===== src/rtl/clock_time_ctrl.sv =====
// clock_time_ctrl
// Time-keeping core for the VGA clock. Holds hours/minutes/seconds as BCD
// digits, advances them on a 1 Hz tick, applies the button adjust pulses,
// and produces the shared strobe that paces the auto-repeat pulse generators.
//
// Parameters:
//   BTN_DIV  clk cycles between btn_clk_en strobes (>= 2)
//   MODE_24  1 = hours 00..23, 0 = hours 01..12
//
// Ports:
//   clk         system clock
//   reset       synchronous, active-high reset
//   tick_1hz    single-cycle 1 Hz enable
//   adj_hr      hour +1 pulse (no carry)
//   adj_min     minute +1 pulse (no carry into hours)
//   adj_sec     seconds-clear pulse
//   btn_clk_en  one-cycle strobe every BTN_DIV cycles
//   hr_t/hr_u, min_t/min_u, sec_t/sec_u  BCD time digits (registered)
//   updated     one-cycle pulse in the cycle a new time value appears
module clock_time_ctrl #(
  parameter int BTN_DIV = 3125000,
  parameter bit MODE_24 = 1'b1
) (
  input  logic       clk,
  input  logic       reset,
  input  logic       tick_1hz,
  input  logic       adj_hr,
  input  logic       adj_min,
  input  logic       adj_sec,
  output logic       btn_clk_en,
  output logic [1:0] hr_t,
  output logic [3:0] hr_u,
  output logic [2:0] min_t,
  output logic [3:0] min_u,
  output logic [2:0] sec_t,
  output logic [3:0] sec_u,
  output logic       updated
);

  localparam int DIV_W = (BTN_DIV > 2) ? $clog2(BTN_DIV) : 1;
  localparam logic [DIV_W-1:0] DIV_LAST = DIV_W'(BTN_DIV - 1);

  // Reset time is midnight in 24 h mode and 12:00:00 in 12 h mode.
  localparam logic [1:0] RST_HR_T = MODE_24 ? 2'd0 : 2'd1;
  localparam logic [3:0] RST_HR_U = MODE_24 ? 4'd0 : 4'd2;

  // Which kind of update (if any) is applied this cycle.
  typedef enum logic [1:0] {
    UPD_NONE,
    UPD_ADJ,
    UPD_TICK
  } upd_class_e;

  logic [DIV_W-1:0] div_cnt;
  logic             tick_pending;

  upd_class_e upd_class;
  logic       adj_any;
  logic       pending_n;
  logic [5:0] hr_inc;
  logic [7:0] min_inc;
  logic [7:0] sec_inc;
  logic [1:0] hr_t_n;
  logic [3:0] hr_u_n;
  logic [2:0] min_t_n;
  logic [3:0] min_u_n;
  logic [2:0] sec_t_n;
  logic [3:0] sec_u_n;

  // Hour increment without carry out; the wrap point depends on the mode,
  // and 12 h mode skips from 12 straight to 01 so 00 never appears.
  function automatic logic [5:0] hour_inc(input logic [1:0] t, input logic [3:0] u);
    logic [5:0] r;
    if (MODE_24 && t == 2'd2 && u == 4'd3)
      r = {2'd0, 4'd0};
    else if (!MODE_24 && t == 2'd1 && u == 4'd2)
      r = {2'd0, 4'd1};
    else if (u == 4'd9)
      r = {t + 2'd1, 4'd0};
    else
      r = {t, u + 4'd1};
    return r;
  endfunction

  // Mod-60 BCD increment; bit 7 is the carry raised on the 59 -> 00 wrap.
  function automatic logic [7:0] sixty_inc(input logic [2:0] t, input logic [3:0] u);
    logic [7:0] r;
    if (u == 4'd9) begin
      if (t == 3'd5)
        r = {1'b1, 3'd0, 4'd0};
      else
        r = {1'b0, t + 3'd1, 4'd0};
    end else begin
      r = {1'b0, t, u + 4'd1};
    end
    return r;
  endfunction

  // Free-running divider for the button strobe; it ignores every input
  // except reset, so the pulse generators see a steady cadence.
  always_ff @(posedge clk) begin
    if (reset) begin
      div_cnt    <= '0;
      btn_clk_en <= 1'b0;
    end else if (div_cnt == DIV_LAST) begin
      div_cnt    <= '0;
      btn_clk_en <= 1'b1;
    end else begin
      div_cnt    <= div_cnt + 1'b1;
      btn_clk_en <= 1'b0;
    end
  end

  // Arbitration and next-time computation. Adjust pulses win; a tick that
  // collides with them is parked in a one-deep pending flag and applied in
  // the first quiet cycle. A tick landing while one is already parked is
  // merged into it, so at most one advance ever comes out of the backlog.
  always_comb begin
    adj_any   = adj_hr | adj_min | adj_sec;
    hr_inc    = hour_inc(hr_t, hr_u);
    min_inc   = sixty_inc(min_t, min_u);
    sec_inc   = sixty_inc(sec_t, sec_u);
    hr_t_n    = hr_t;
    hr_u_n    = hr_u;
    min_t_n   = min_t;
    min_u_n   = min_u;
    sec_t_n   = sec_t;
    sec_u_n   = sec_u;
    pending_n = 1'b0;

    if (adj_any)
      upd_class = UPD_ADJ;
    else if (tick_1hz || tick_pending)
      upd_class = UPD_TICK;
    else
      upd_class = UPD_NONE;

    case (upd_class)
      UPD_ADJ: begin
        pending_n = tick_pending | tick_1hz;
        if (adj_hr)
          {hr_t_n, hr_u_n} = hr_inc;
        if (adj_min)
          {min_t_n, min_u_n} = min_inc[6:0];
        if (adj_sec) begin
          sec_t_n = 3'd0;
          sec_u_n = 4'd0;
        end
      end
      UPD_TICK: begin
        {sec_t_n, sec_u_n} = sec_inc[6:0];
        if (sec_inc[7]) begin
          {min_t_n, min_u_n} = min_inc[6:0];
          if (min_inc[7])
            {hr_t_n, hr_u_n} = hr_inc;
        end
      end
      default: ;
    endcase
  end

  // Time registers. Reset takes precedence over any pulse in the same
  // cycle and throws away a parked tick.
  always_ff @(posedge clk) begin
    if (reset) begin
      hr_t         <= RST_HR_T;
      hr_u         <= RST_HR_U;
      min_t        <= 3'd0;
      min_u        <= 4'd0;
      sec_t        <= 3'd0;
      sec_u        <= 4'd0;
      tick_pending <= 1'b0;
      updated      <= 1'b0;
    end else begin
      hr_t         <= hr_t_n;
      hr_u         <= hr_u_n;
      min_t        <= min_t_n;
      min_u        <= min_u_n;
      sec_t        <= sec_t_n;
      sec_u        <= sec_u_n;
      tick_pending <= pending_n;
      updated      <= (upd_class != UPD_NONE);
    end
  end

endmodule


===== config.mk =====
export PLATFORM = sky130hd
export DESIGN_NAME = clock_time_ctrl
export DESIGN_NICKNAME = d
export VERILOG_FILES = /design/src/rtl/clock_time_ctrl.sv
export SDC_FILE = /design/constraint.sdc
export NUM_CORES = 1
export LEC_CHECK = 0
export CELL_PAD_IN_SITES_DETAIL_PLACEMENT = 2
export CELL_PAD_IN_SITES_GLOBAL_PLACEMENT = 2
export CORE_MARGIN = 2
export CORE_UTILIZATION = 35
export CTS_CLUSTER_DIAMETER = 150
export DETAILED_ROUTE_END_ITERATION = 8
export GPL_TIMING_DRIVEN = 0
export PLACE_DENSITY = 0.77
export SYNTH_ARGS = -nofsm -noshare
export SYNTH_HDL_FRONTEND = slang
export SYNTH_SLANG_ARGS = --single-unit

===== constraint.sdc =====
create_clock -name clk -period 4.35 [get_ports clk]
set_input_delay 1.0875 -clock clk [delete_from_list [all_inputs] [get_ports clk]]
set_output_delay 1.0875 -clock clk [all_outputs]
set_load 0.005 [all_outputs]

# Word level (Yosys, flattened, before mapping)
# Cells that the tools add are included.
[totals]
regBits = 45
inputBits = 6
output_inout_bits = 22
elab_cells = 74
[op_classes]
add_sub_neg = 7
eq_ne = 16
mux = 27
bitwise_logic = 4
reduce_logical = 10
[ops]
columns = ["operator", "count"]
rows = [
  ["8-bit 2-to-1 mux", 4],
  ["4-bit 2-to-1 mux", 6],
  ["4-bit one-hot mux with 2 select lines", 3],
  ["22-bit by 1-bit adder with 22-bit output (second input constant)", 1],
  ["22-bit == test (second input constant)", 1],
  ["4-bit by 1-bit adder with 4-bit output (second input constant)", 3],
  ["4-bit == test (second input constant)", 3],
  ["6-bit 2-to-1 mux", 2],
  ["2-bit inequality test (second input constant)", 6],
  ["3-bit one-hot mux with 2 select lines", 2],
  ["2-bit 2-to-1 mux", 5],
  ["3-bit 2-to-1 mux", 3],
  ["3-bit by 1-bit adder with 3-bit output (second input constant)", 2],
  ["3-bit == test (second input constant)", 2],
  ["3-bit AND reduction", 2],
  ["2-bit == test (second input constant)", 2],
  ["4-bit by 2-bit == test with 1-bit output (second input constant)", 1],
  ["2-bit one-hot mux with 2 select lines", 1],
  ["4-bit AND reduction", 1],
  ["2-bit nonzero test", 2],
  ["2-bit OR reduction", 2],
  ["1-bit OR", 3],
  ["2-bit by 1-bit adder with 2-bit output (second input constant)", 1],
  ["2-bit by 1-bit == test with 1-bit output (second input constant)", 1],
  ["other kinds (5)", 5],
]

# Longest topological paths before layout
[logic_depth]
ltp_word = 6
depth_mapped = 6
mapped_depth_nobuf = 6

# Worst setup path after synthesis
# No wires, ideal clock.
[synth_timing]
kind = "input-to-reg"
start = "input adj_min"
end = "register min_u[1]"
setup_time_ps = 65
t_arrival_ps = 2120
t_required_ps = 4285
setup_slack_ps = 2165
cell_stages = 4
n_path_buf = 0
path_cell_list = "nor3_2 > a41o_1 > mux2_1 > nor2_1"
[synth_via]
elab_chain_len = 6
elab_cells_between_ends = 10
classes_between = "4 x eq/ne; 2 x mux; 2 x bitwise; 2 x reduce/logical"
[synth_rtl]
columns = ["item", "line_no", "rtl"]
rows = [
  ["start, declared", "28", "input logic adj_min,"],
  ["1-bit OR (2 in series)", "119", "adj_any = adj_hr | adj_min | adj_sec;"],
  ["2-bit 2-to-1 mux", "131", "if (adj_any)"],
  ["2-bit by 1-bit == test with 1-bit output / 2-bit == test (equally long branches)", "138", "case (upd_class)"],
  ["2-bit inequality test (no source line) / 2-bit nonzero test (equally long branches)", "-", ""],
  ["3-bit AND reduction (no source line)", "-", ""],
  ["end signal, assigned", "178", "min_u <= min_u_n;"],
  ["end, declared", "34", "output logic [3:0] min_u,"],
]
# Parallel ways exist; a longest one is shown, timed or not.
# A chain may end at the register's enable or synchronous reset.

# Worst setup path in the final report
[layout_timing]
start = "input adj_hr"
end = "register hr_t[1]"
[layout_via]
elab_chain_len = 6
elab_cells_between_ends = 11
classes_between = "5 x eq/ne; 2 x mux; 2 x bitwise; 2 x reduce/logical"
[layout_rtl]
columns = ["item", "line_no", "rtl"]
rows = [
  ["start, declared", "27", "input logic adj_hr,"],
  ["1-bit OR (2 in series)", "119", ""],
  ["2-bit 2-to-1 mux", "131", ""],
  ["2-bit == test / 2-bit by 1-bit == test with 1-bit output (equally long branches)", "138", ""],
  ["2-bit inequality test (no source line) / 2-bit nonzero test (equally long branches)", "-", ""],
  ["4-bit AND reduction (no source line)", "-", ""],
  ["end signal, assigned", "175", "hr_t <= hr_t_n;"],
  ["end, declared", "31", "output logic [1:0] hr_t,"],
]
# Parallel ways exist; a longest one is shown, timed or not.

==> out/metrics.csv <==
metric,value,unit
Post-Route WL,6.087,mm
hold bufs inserted after CTS,0,
Worst VDD drop,0.0001251,V
Yosys reg bits,45,
Vert. Die Dim,84.35,um
vias in the first global route,2217,
crit start category,primary input,
Worst-Margin Slew,0.5577,ns
final instance area,2706,um^2
Max Cap Viol,0,
RSZ-0062 raised after global routing,false,
crit path to,hr_t[1],
syn avg cell area,8.861,um^2
status,finished clean,
core area,6314,um^2
GP Congestion,0.7259,
placed cell areas,2626,um^2
post-CTS sizing,0,
Bufs on Longest Clock Path,2,
fraction of registers with async set/reset,0,
buffer count from post-CTS setup fixing,0,
row count,29,
Final ANT Viol Nets,0,
sequential cell area fraction in the yosys report,0.3987,
n_diodes,0,
Netlist Area Pre-Place,2260,um^2
worst reg2reg path startpoint,div_cnt[5],
"Slew Viols, Final",0,
Ports,28,
Fmax,363.7,MHz
Area Overhead vs Synth,19.77,%
multi-input logic area,1270,um^2
Die W,84.35,um
Setup Viol. Count Final,0,
CTS Sinks,45,
Power Density,272.5,nW/um^2
Vias,2070,
clk slew on worst S/H paths,0.08,ns
synth unique cells,57,
global-route wire length before repair,10.67,mm
critical path arrival,2.92,ns
Mapped Nets,267,
r2r worst-path depth,5,
worst hold path class,register to register,
initial antenna violation count,0,
die area,7115,um^2
Final Skew,0.007021,ns
most common cell in the synthesized netlist,dfxtp_1,
CTS tree,done,
top_reg_cell synth,dfxtp_1,
storage element area,900.9,um^2
GRT Overall Usage,0.1825,
Mapped Cells,255,
Required @ worst endpoint,4.52,ns
Worst Setup SP,adj_hr,
layout cell share with drive strength beyond 1,0.07931,
Tmin final,2.749,ns
DRC violations left,0,
DR WL/cell,16.59,um
Clk Tree Root Cell,clkbuf_8,
flop2flop setup slack,2.42,ns
setup TNS,0,ns
First-pass DRT Iterations,4,
RR Endpoint,div_cnt[3],
Vias/cell,5.640,
number of synthesized flops with an enable pin,0,
pin count of the biggest net entering global routing,13,
dpl hpwl,4.535,mm
yosys warns,0,
# fillers,729,
cell leakage power,0.9399,nW
CTS H-tree lvls,2,
area fraction of the dominant cell type after synthesis,0.3987,
1st-iter DRT viols,96,
final hold vios,0,
clk_lat worst skew,0.30,ns
Setup Crit Path Kind,primary input to register,
leading area contributor after synthesis,dfxtp_1,
Rel. slew slack,0.6282,
number of I/O port buffers,27,
Total Power,0.0007376,W
"top cells by count, synth","dfxtp_1 (45), nor2_1 (26), nand2_1 (18)",
total gr overflow,0,
CTS buffer count,5,
top post-synthesis cells by area,"dfxtp_1 (40%), nor2_1 (4.3%), a21oi_1 (3.5%)",
final period utilization,0.6320,
Initial Utilization,0.3579,
Setup crit end kind,register,
Nets,301,
Worst Path Max Fanout,7,
Fin Hold WS,0.4941,ns
## layer usage
metal	wire, um	global-route usage	up-vias
met5	0	0	-
met4	62	0.04329	0
met3	119	0.03540	6
met2	3136	0.3333	21
met1	2768	0.2207	1037
li1	-	-	1006
## report_power, final
group / internal, W / total (W) / switching [W]
registers: 0.000418 / 0.000424 / 0.00000644
clock network: 0.000115 / 0.000259 / 0.000145
logic: 0.0000225 / 0.0000539 / 0.0000314
## sequential cells by signal (all words and copies together) (netlist names), 2 cells and up
signal   count
div_cnt     22
min_u        4
min_t        3
sec_t        3
sec_u        4
hr_u         4
hr_t         2
## layout make-up
type	instances	share of cell area
Buffer	9	0.02034
Clock buffer	8	0.02959
Inverter	9	0.01248
Multi-Input combinational cell	192	0.4693
Sequential cell	45	0.3329
Tap cell	77	0.03560
Timing Repair Buffer	27	0.09986
## layout by cell type, fill, tap and decap left out, types with 3 or more instances in the layout
master	instances
dfxtp_1	45
clkdlybuf4s50_1	27
nor2_1	26
nand2_1	18
a21oi_1	16
nand3_1	13
nor3_1	9
xor2_1	9
inv_1	8
clkbuf_1	7
and3_1	6
or4_1	6
ha_1	6
nand4_1	5
xnor2_1	5
o31ai_1	5
clkbuf_8	5
or3_1	4
o21ai_0	4
a31o_2	4
and2_1	3
nor4_1	3
a211oi_1	3
nand3b_1	3
nand4b_1	3
a41o_1	3
## critical path, cell delays in order
cell and delay (ns):
clkdlybuf4s50_1 0.53, nor3_2 0.44, a41oi_1 0.35, o311ai_1 0.39, o41ai_1 0.12
## cells by family after synthesis
kind of cell / share of synthesized area
AO/OA/AOI/OAI: 0.1556
adder cells (fa/ha/maj): 0.03322
XOR/XNOR: 0.05426
buffers and inverters: 0.03931
AND/OR/NAND/NOR: 0.3051
flip-flops: 0.3987
multiplexers: 0.01384
## how the worst min path moves through the flow
stage	startpoint	end	slack (ns)	depth (start not counted)
6_report	div_cnt[20]	div_cnt[20]	0.49	2
4_1_cts	div_cnt[20]	div_cnt[20]	0.49	2
2_1_floorplan	div_cnt[0]	div_cnt[0]	0.42	1
3_3_place_gp	div_cnt[0]	div_cnt[0]	0.45	1
5_1_grt	div_cnt[20]	div_cnt[20]	0.52	2
3_5_place_dp	div_cnt[0]	div_cnt[0]	0.45	1
## stage by stage
step / util / worst slack, ns / instances
6_report: 0.4287 / 1.601 / 367
5_1_grt: 0.4287 / 1.401 / 367
4_1_cts: 0.4287 / 1.574 / 367
3_5_place_dp: 0.4160 / 1.245 / 359
3_3_place_gp: 0.4160 / 1.328 / 359
2_1_floorplan: - / 2.165 / 255
Note: power is estimated with default switching activity, not from simulation.
